[src/rtl/fuse_loader.sv]
// ---------------------------------------------------------------------------
// fuse_loader
//
// Serial loader for the routing-mux fuse register of the CPLD model.
// A frame has NFUSE data bits, LSB (fuse 0) first, followed by one even-parity
// bit. fuse_q is updated in a single edge, and only when the parity check
// passes, so the mux selects never see a partial frame. While the data bits
// come in, the previously committed fuses go out on o_sdo, LSB first, which
// gives a readback path.
//
// Ports
//   i_clk        clock; all state changes on the rising edge
//   i_rst_n      asynchronous reset, active low
//   i_start      begin a frame (only looked at in IDLE)
//   i_abort      drop the current frame without committing
//   i_sdi        serial data in, LSB first
//   i_sdi_valid  i_sdi is taken only on cycles where this is 1
//   o_sdo        serial readback of the old fuse_q, LSB first
//   o_busy       high in SHIFT and PARITY
//   o_done       one-cycle pulse: frame committed
//   o_err        one-cycle pulse: parity mismatch, frame discarded
//   o_fuse_q     committed fuse bits (mux select lines)
//
// state  | meaning
// -------+-----------------------------------------------------------
// IDLE   | waiting for start; o_sdo low
// SHIFT  | taking data bits; o_sdo shows the old fuse bit at the LSB
// PARITY | waiting for the parity bit; commit on pass, drop on fail
// ---------------------------------------------------------------------------
module fuse_loader #(
    parameter int               NFUSE     = 16,
    parameter logic [NFUSE-1:0] RESET_VAL = '0
) (
    input  logic             i_clk,
    input  logic             i_rst_n,
    input  logic             i_start,
    input  logic             i_abort,
    input  logic             i_sdi,
    input  logic             i_sdi_valid,
    output logic             o_sdo,
    output logic             o_busy,
    output logic             o_done,
    output logic             o_err,
    output logic [NFUSE-1:0] o_fuse_q
);

    localparam int             CW   = $clog2(NFUSE + 1);
    localparam logic [CW-1:0]  LAST = CW'(NFUSE - 1);

    typedef enum logic [1:0] {
        S_IDLE   = 2'd0,
        S_SHIFT  = 2'd1,
        S_PARITY = 2'd2
    } state_t;

    state_t           r_state;
    logic [NFUSE-1:0] r_shift;
    logic [CW-1:0]    r_count;
    logic             r_par;
    logic [NFUSE-1:0] r_fuse;
    logic             r_done;
    logic             r_err;

    state_t           w_state_nxt;
    logic [NFUSE-1:0] w_shift_nxt;
    logic [CW-1:0]    w_count_nxt;
    logic             w_par_nxt;
    logic [NFUSE-1:0] w_fuse_nxt;
    logic             w_done_nxt;
    logic             w_err_nxt;

    always_ff @(posedge i_clk or negedge i_rst_n) begin
        if (!i_rst_n) begin
            r_state <= S_IDLE;
            r_shift <= '0;
            r_count <= '0;
            r_par   <= 1'b0;
            r_fuse  <= RESET_VAL;
            r_done  <= 1'b0;
            r_err   <= 1'b0;
        end else begin
            r_state <= w_state_nxt;
            r_shift <= w_shift_nxt;
            r_count <= w_count_nxt;
            r_par   <= w_par_nxt;
            r_fuse  <= w_fuse_nxt;
            r_done  <= w_done_nxt;
            r_err   <= w_err_nxt;
        end
    end

    always_comb begin
        w_state_nxt = r_state;
        w_shift_nxt = r_shift;
        w_count_nxt = r_count;
        w_par_nxt   = r_par;
        w_fuse_nxt  = r_fuse;
        w_done_nxt  = 1'b0;
        w_err_nxt   = 1'b0;

        case (r_state)
            S_IDLE: begin
                // Preloading the shift register with fuse_q is what makes the
                // readback work: old bits fall out of the LSB as new ones
                // enter at the MSB.
                if (i_start && !i_abort) begin
                    w_shift_nxt = r_fuse;
                    w_count_nxt = '0;
                    w_par_nxt   = 1'b0;
                    w_state_nxt = S_SHIFT;
                end
            end

            S_SHIFT: begin
                if (i_abort) begin
                    w_state_nxt = S_IDLE;
                end else if (i_sdi_valid) begin
                    w_shift_nxt = {i_sdi, r_shift[NFUSE-1:1]};
                    w_par_nxt   = r_par ^ i_sdi;
                    w_count_nxt = r_count + 1'b1;
                    if (r_count == LAST) begin
                        w_state_nxt = S_PARITY;
                    end
                end
            end

            S_PARITY: begin
                if (i_abort) begin
                    w_state_nxt = S_IDLE;
                end else if (i_sdi_valid) begin
                    if ((r_par ^ i_sdi) == 1'b0) begin
                        w_fuse_nxt = r_shift;
                        w_done_nxt = 1'b1;
                    end else begin
                        w_err_nxt  = 1'b1;
                    end
                    w_state_nxt = S_IDLE;
                end
            end

            default: begin
                w_state_nxt = S_IDLE;
            end
        endcase
    end

    assign o_sdo    = (r_state == S_SHIFT) ? r_shift[0] : 1'b0;
    assign o_busy   = (r_state != S_IDLE);
    assign o_done   = r_done;
    assign o_err    = r_err;
    assign o_fuse_q = r_fuse;

endmodule

[config.mk]
export PLATFORM = sky130hd
export DESIGN_NAME = fuse_loader
export DESIGN_NICKNAME = d
export VERILOG_FILES = /design/src/rtl/fuse_loader.sv
export SDC_FILE = /design/constraint.sdc
export NUM_CORES = 1
export LEC_CHECK = 0
export BUFFER_PORTS_ARGS = -buffer_cell sky130_fd_sc_hd__buf_2
export CAP_MARGIN = 0
export CORE_MARGIN = 10
export CORE_UTILIZATION = 55
export CTS_BUF_LIST = sky130_fd_sc_hd__clkbuf_4
export DETAILED_ROUTE_END_ITERATION = 7
export PLACE_DENSITY = 0.87
export SYNTH_ARGS = -nofsm -noshare
export SYNTH_HDL_FRONTEND = slang
export SYNTH_SLANG_ARGS = --single-unit
export TNS_END_PERCENT = 20
[constraint.sdc]
create_clock -name i_clk -period 1.9 [get_ports i_clk]
set_clock_uncertainty 0.2 [all_clocks]
set_input_delay 0.19 -clock i_clk [delete_from_list [all_inputs] [get_ports i_clk]]
set_output_delay 0.19 -clock i_clk [all_outputs]
set_load 0.02 [all_outputs]
Word-level counts from Yosys, hierarchy flattened. Cells that the tools add are included.

Register bits after elaboration: 42. Input bits: 6. Output and inout bits: 20. Word-level logic and storage cells: 56.

Add/subtract/negate cells: 1. Equal/unequal tests: 9. Mux-type cells: 28. Bitwise logic cells: 3. Reductions and logical operators: 8.

Operators with widths (count): 16-bit 2-to-1 mux (3); 16-bit one-hot mux with 2 select lines (1); 5-bit 2-to-1 mux (3); 1-bit 2-to-1 mux (12); 2-bit 2-to-1 mux (6); 4-bit AND reduction (3); 5-bit one-hot mux with 2 select lines (1); 3-bit != test (second input constant) (3); 2-bit != test (second input constant) (3); 2-bit one-hot mux with 3 select lines (1); 5-bit by 1-bit adder with 5-bit output (second input constant) (1); 5-bit by 4-bit == test with 1-bit output (second input constant) (1); 2-bit nonzero test (2); 2-bit by 1-bit == test with 1-bit output (second input constant) (1); 2-bit == test (second input constant) (1); 2-bit logical NOT (1); 1-bit NOT (2); 1-bit one-hot mux with 2 select lines (1); 1-bit logical AND (1); 1-bit logical NOT (1); 1-bit XOR (1).

Longest topological paths before layout.
Word-level depth: 5. Mapped depth: 6. Gate-level depth less buffers: 6.

Worst setup path after synthesis. Ideal clock, no wire load.

Path type: register to register. From: reg r_state[0]. To: reg r_shift[0]. Setup time: 0.125 ns. Arrival time: 1.458 ns. Path slack: 0.118 ns. Stages on the path, launching flop included: 6. Buffers on the path: 2. Path through: dfrtp_1 > buf_6 > mux2i_2 > nor3_4 > buf_6 > mux2_2.

Word-level cells in the longest chain between the ends: 3.

Ends and longest elaborated chain: start: declaration (line 56) `state_t r_state;`; start signal: assignment (line 82) `r_state <= w_state_nxt;`; 2-bit by 1-bit == test with 1-bit output / 2-bit logical NOT (equally long branches) (line 101) `case (r_state)`; 2-bit != test (no line) / 2-bit nonzero test (equally long branches); 4-bit AND reduction (no line); end signal: assignment (line 83) `r_shift <= w_shift_nxt;`; end: declaration (line 57) `logic [NFUSE-1:0] r_shift;`.

Parallel ways exist; a longest one is shown, timed or not. A chain may end at the register's enable or synchronous reset.

Worst setup path after layout.
From: reg r_state[0]. To: out o_sdo.

Word-level cells in the longest chain between the ends: 2.

Ends and longest elaborated chain: 2-bit by 1-bit == test with 1-bit output (line 147) `assign o_sdo = (r_state == S_SHIFT) ? r_shift[0] : 1'b0;`; 1-bit 2-to-1 mux (line 147); end: declaration (line 40) `output logic o_sdo,`.

No other way between the ends.

==> metrics.txt <==
outcome=completed; Startpoint Class=flip-flop; Int Pwr=1.26 mW; Clock Sinks=42; Worst Hold Class=in -> reg; core area=3390 µm²; Crit. End Element=output port; worst relative slew slack=0.800; RSZ-0062 raised after global routing=false; Post-DP Area=about 2100 µm²; htree depth=2; TritonCTS clock tree=built; DR DRC count=0; total grt overflow=0; Slew @ Worst Pin=0.294 ns; largest cells by area after synthesis=dfrtp_1 (54%), mux2_2 (28%), buf_6 (2.9%); Post-Syn Area per Cell=14.6 µm²; Period Utilization, post-route=0.955; via count=1,192; Root Driver=clkbuf_4; routability congestion estimate=a little under 0.8; Max Fclk=551 MHz; FF-to-FF path depth=5; maximum vdd drop=0.000527 V; routed len/inst=16.5 µm; share of post-route cells with drive strength above 1=0.565; Initial Util=0.576; Top Ports=26; cell taking the most area after synthesis=dfrtp_1; critical path class=reg -> out; P per Cell Area=698 nW/µm²; Die Y=79.6 µm; share of flip-flops with an asynchronous set or reset=1.00; final core occ=0.685; fin nets=185; commonest non-fill, non-tap cells in the layout=mux2_2 (49), dfrtp_1 (40), buf_2 (24), buf_4 (10), clkbuf_4 (5); vias per std cell=roughly 5.3; Die X=79.6 µm; dpl hpwl=2470 µm; Synth Cell Area=1950 µm²; Yosys reg bits=42; final wirelength=3690 µm; Psw=365 µW; CP max FO=11; area fraction of the dominant cell type after synthesis=0.538; Antenna diodes=0; clk_lat worst skew=0.35 ns; sequential area share after synthesis=0.538; hold path cells=3; Pins Over Slew Limit=0; post-route ant nets=0; layout filler cell count=approximately 260; Final Hold Vio Count=0; commonest non-fill, non-tap cell in the layout=mux2_2; Layout Area Growth over Synthesis=19.0%; vias in the first global route=~1,300; Flop pwr share=0.570; fin crit period=1.81 ns; Sw Share=0.225; leakage dissipation=1.23 nW; CTS clk-pin slew, worst paths=0.12 ns; clk buf depth=2; design area=2320 µm²; overall routing resource usage=0.122; Net Count, Synth=between 100 and 150; Iter 0 DRT Violations=46; max cap viols=0; setup_tns=0 ns; Synth warnings=0; Critical Path RT=1.51 ns; Synth Flop Type=dfrtp_1; initial antenna violation count=0; final setup fails=0; Clock power frac=0.335; Worst EP arrival=approximately 1.4 ns; row count=21; largest net degree at the start of global routing=between 40 and 50; cts bufs inserted=5; FF-to-FF setup slack=0.09 ns; Die ar.=between 6000 and 7000 µm²; first-pass detailed-route iteration total=4; Comb power frac=0.095; first-pass GRT wire length=approximately 6100 µm; post-synthesis cell count=134; # port buffers=25; Post-synth EDFFs=0; distinct cell type count after synthesis=29
-- layout make-up --
class | instances | area [µm²] | area share
tap | 46 | 57.6 | 0.0248
clock inverter | 2 | 33.8 | 0.0145
multi-input combinational | 82 | 826 | 0.355
timing repair buffer | 42 | 300 | 0.129
clock buffer | 5 | 37.5 | 0.0162
inverter | 4 | 15.0 | 0.00646
sequential | 42 | 1050 | 0.453
-- metrics by stage --
step	worst slack, ns	std cells	power [mW]	hold slack (ns)
finish	0.0856	223	1.62	0.0245
global route	0.0101	223	1.70	0.0129
CTS	0.0119	213	1.62	0.0163
detailed placement	0.0755	202	1.07	-0.0220
global placement	0.156	202	1.06	-0.0252
floorplan	0.118	134	1.02	-0.306
-- what timing repair did --
action / 4_1_cts / 5_1_grt
resized for setup: 2 / 1
pin swaps: 0 / 0
hold buffers: 4 / 0
buffers inserted: 0 / 10
hold endpoints to repair: 46 / 0
endpoints found under the setup margin: 1 / 1
cloned: 0 / 0
-- state kept, by name, indices dropped and copies added, names as in the netlist --
name      count
r_shift      16
r_count       5
o_fuse_q     16
o_err         1
r_state       2
o_done        1
r_par         1
-- power groups by stage --
| stage | clock (mW) | sequential [mW] | combinational (mW) |
|---|---|---|---|
| global route | 0.601 | 0.927 | 0.169 |
| finish | 0.543 | 0.924 | 0.154 |
| floorplan | 0 | 0.936 | 0.0857 |
| CTS | 0.556 | 0.925 | 0.137 |
| global placement | 0 | 0.940 | 0.125 |
| detailed placement | 0 | 0.942 | 0.129 |
-- cells in the mapped netlist (2+ instances only) --
master,n
buf_6,5
nand4bb_1,2
ha_1,2
mux2_2,49
a21oi_1,2
inv_1,4
o2bb2ai_1,2
nand3_1,2
nor2_1,2
dfrtp_1,42
o41ai_1,2
nand2b_1,3
-- path summary, 6_finish.rpt --
| check | startpoint | to |
|---|---|---|
| min in group asynchronous | i_rst_n | o_fuse_q[5]$_DFFE_PN0P_ |
| setup / recovery | r_state[0]$_DFFE_PN0P_ | o_sdo |
| max in group asynchronous | i_rst_n | o_err$_DFF_PN0_ |
| setup reg to reg | r_state[0]$_DFFE_PN0P_ | r_shift[12]$_DFFE_PN0P_ |
| hold / removal | i_sdi | o_err$_DFF_PN0_ |
| hold reg to reg | r_par$_DFFE_PN0P_ | r_par$_DFFE_PN0P_ |
-- layer usage --
| metal | GRT usage | routed length [µm] | vias up |
|---|---|---|---|
| met5 | 0 | 0 | - |
| met3 | 0.0586 | 209 | 3 |
| met1 | 0.128 | 1480 | 599 |
| li1 | - | - | 569 |
| met4 | 0.0376 | 25 | 0 |
| met2 | 0.209 | 1980 | 21 |
-- kinds of logic (layout without fill, tap and decap cells) --
family                   after synthesis  after routing  synth area share
XOR/XNOR                               1              1           0.00449
AND/OR/NAND/NOR                       19             19            0.0782
buffers and inverters                 10             53            0.0391
AO/OA/AOI/OAI                          9              9            0.0327
multiplexers                          51             51             0.295
adder cells (fa/ha/maj)                2              2            0.0128
flip-flops                            42             42             0.538
-- critical path, stage by stage (launching register included) --
cell     delay (ns)
dfrtp_2        0.47
nor2b_4        0.15
buf_12         0.14
and2_1         0.15
buf_4          0.15
(Power assumes the default switching activity.)
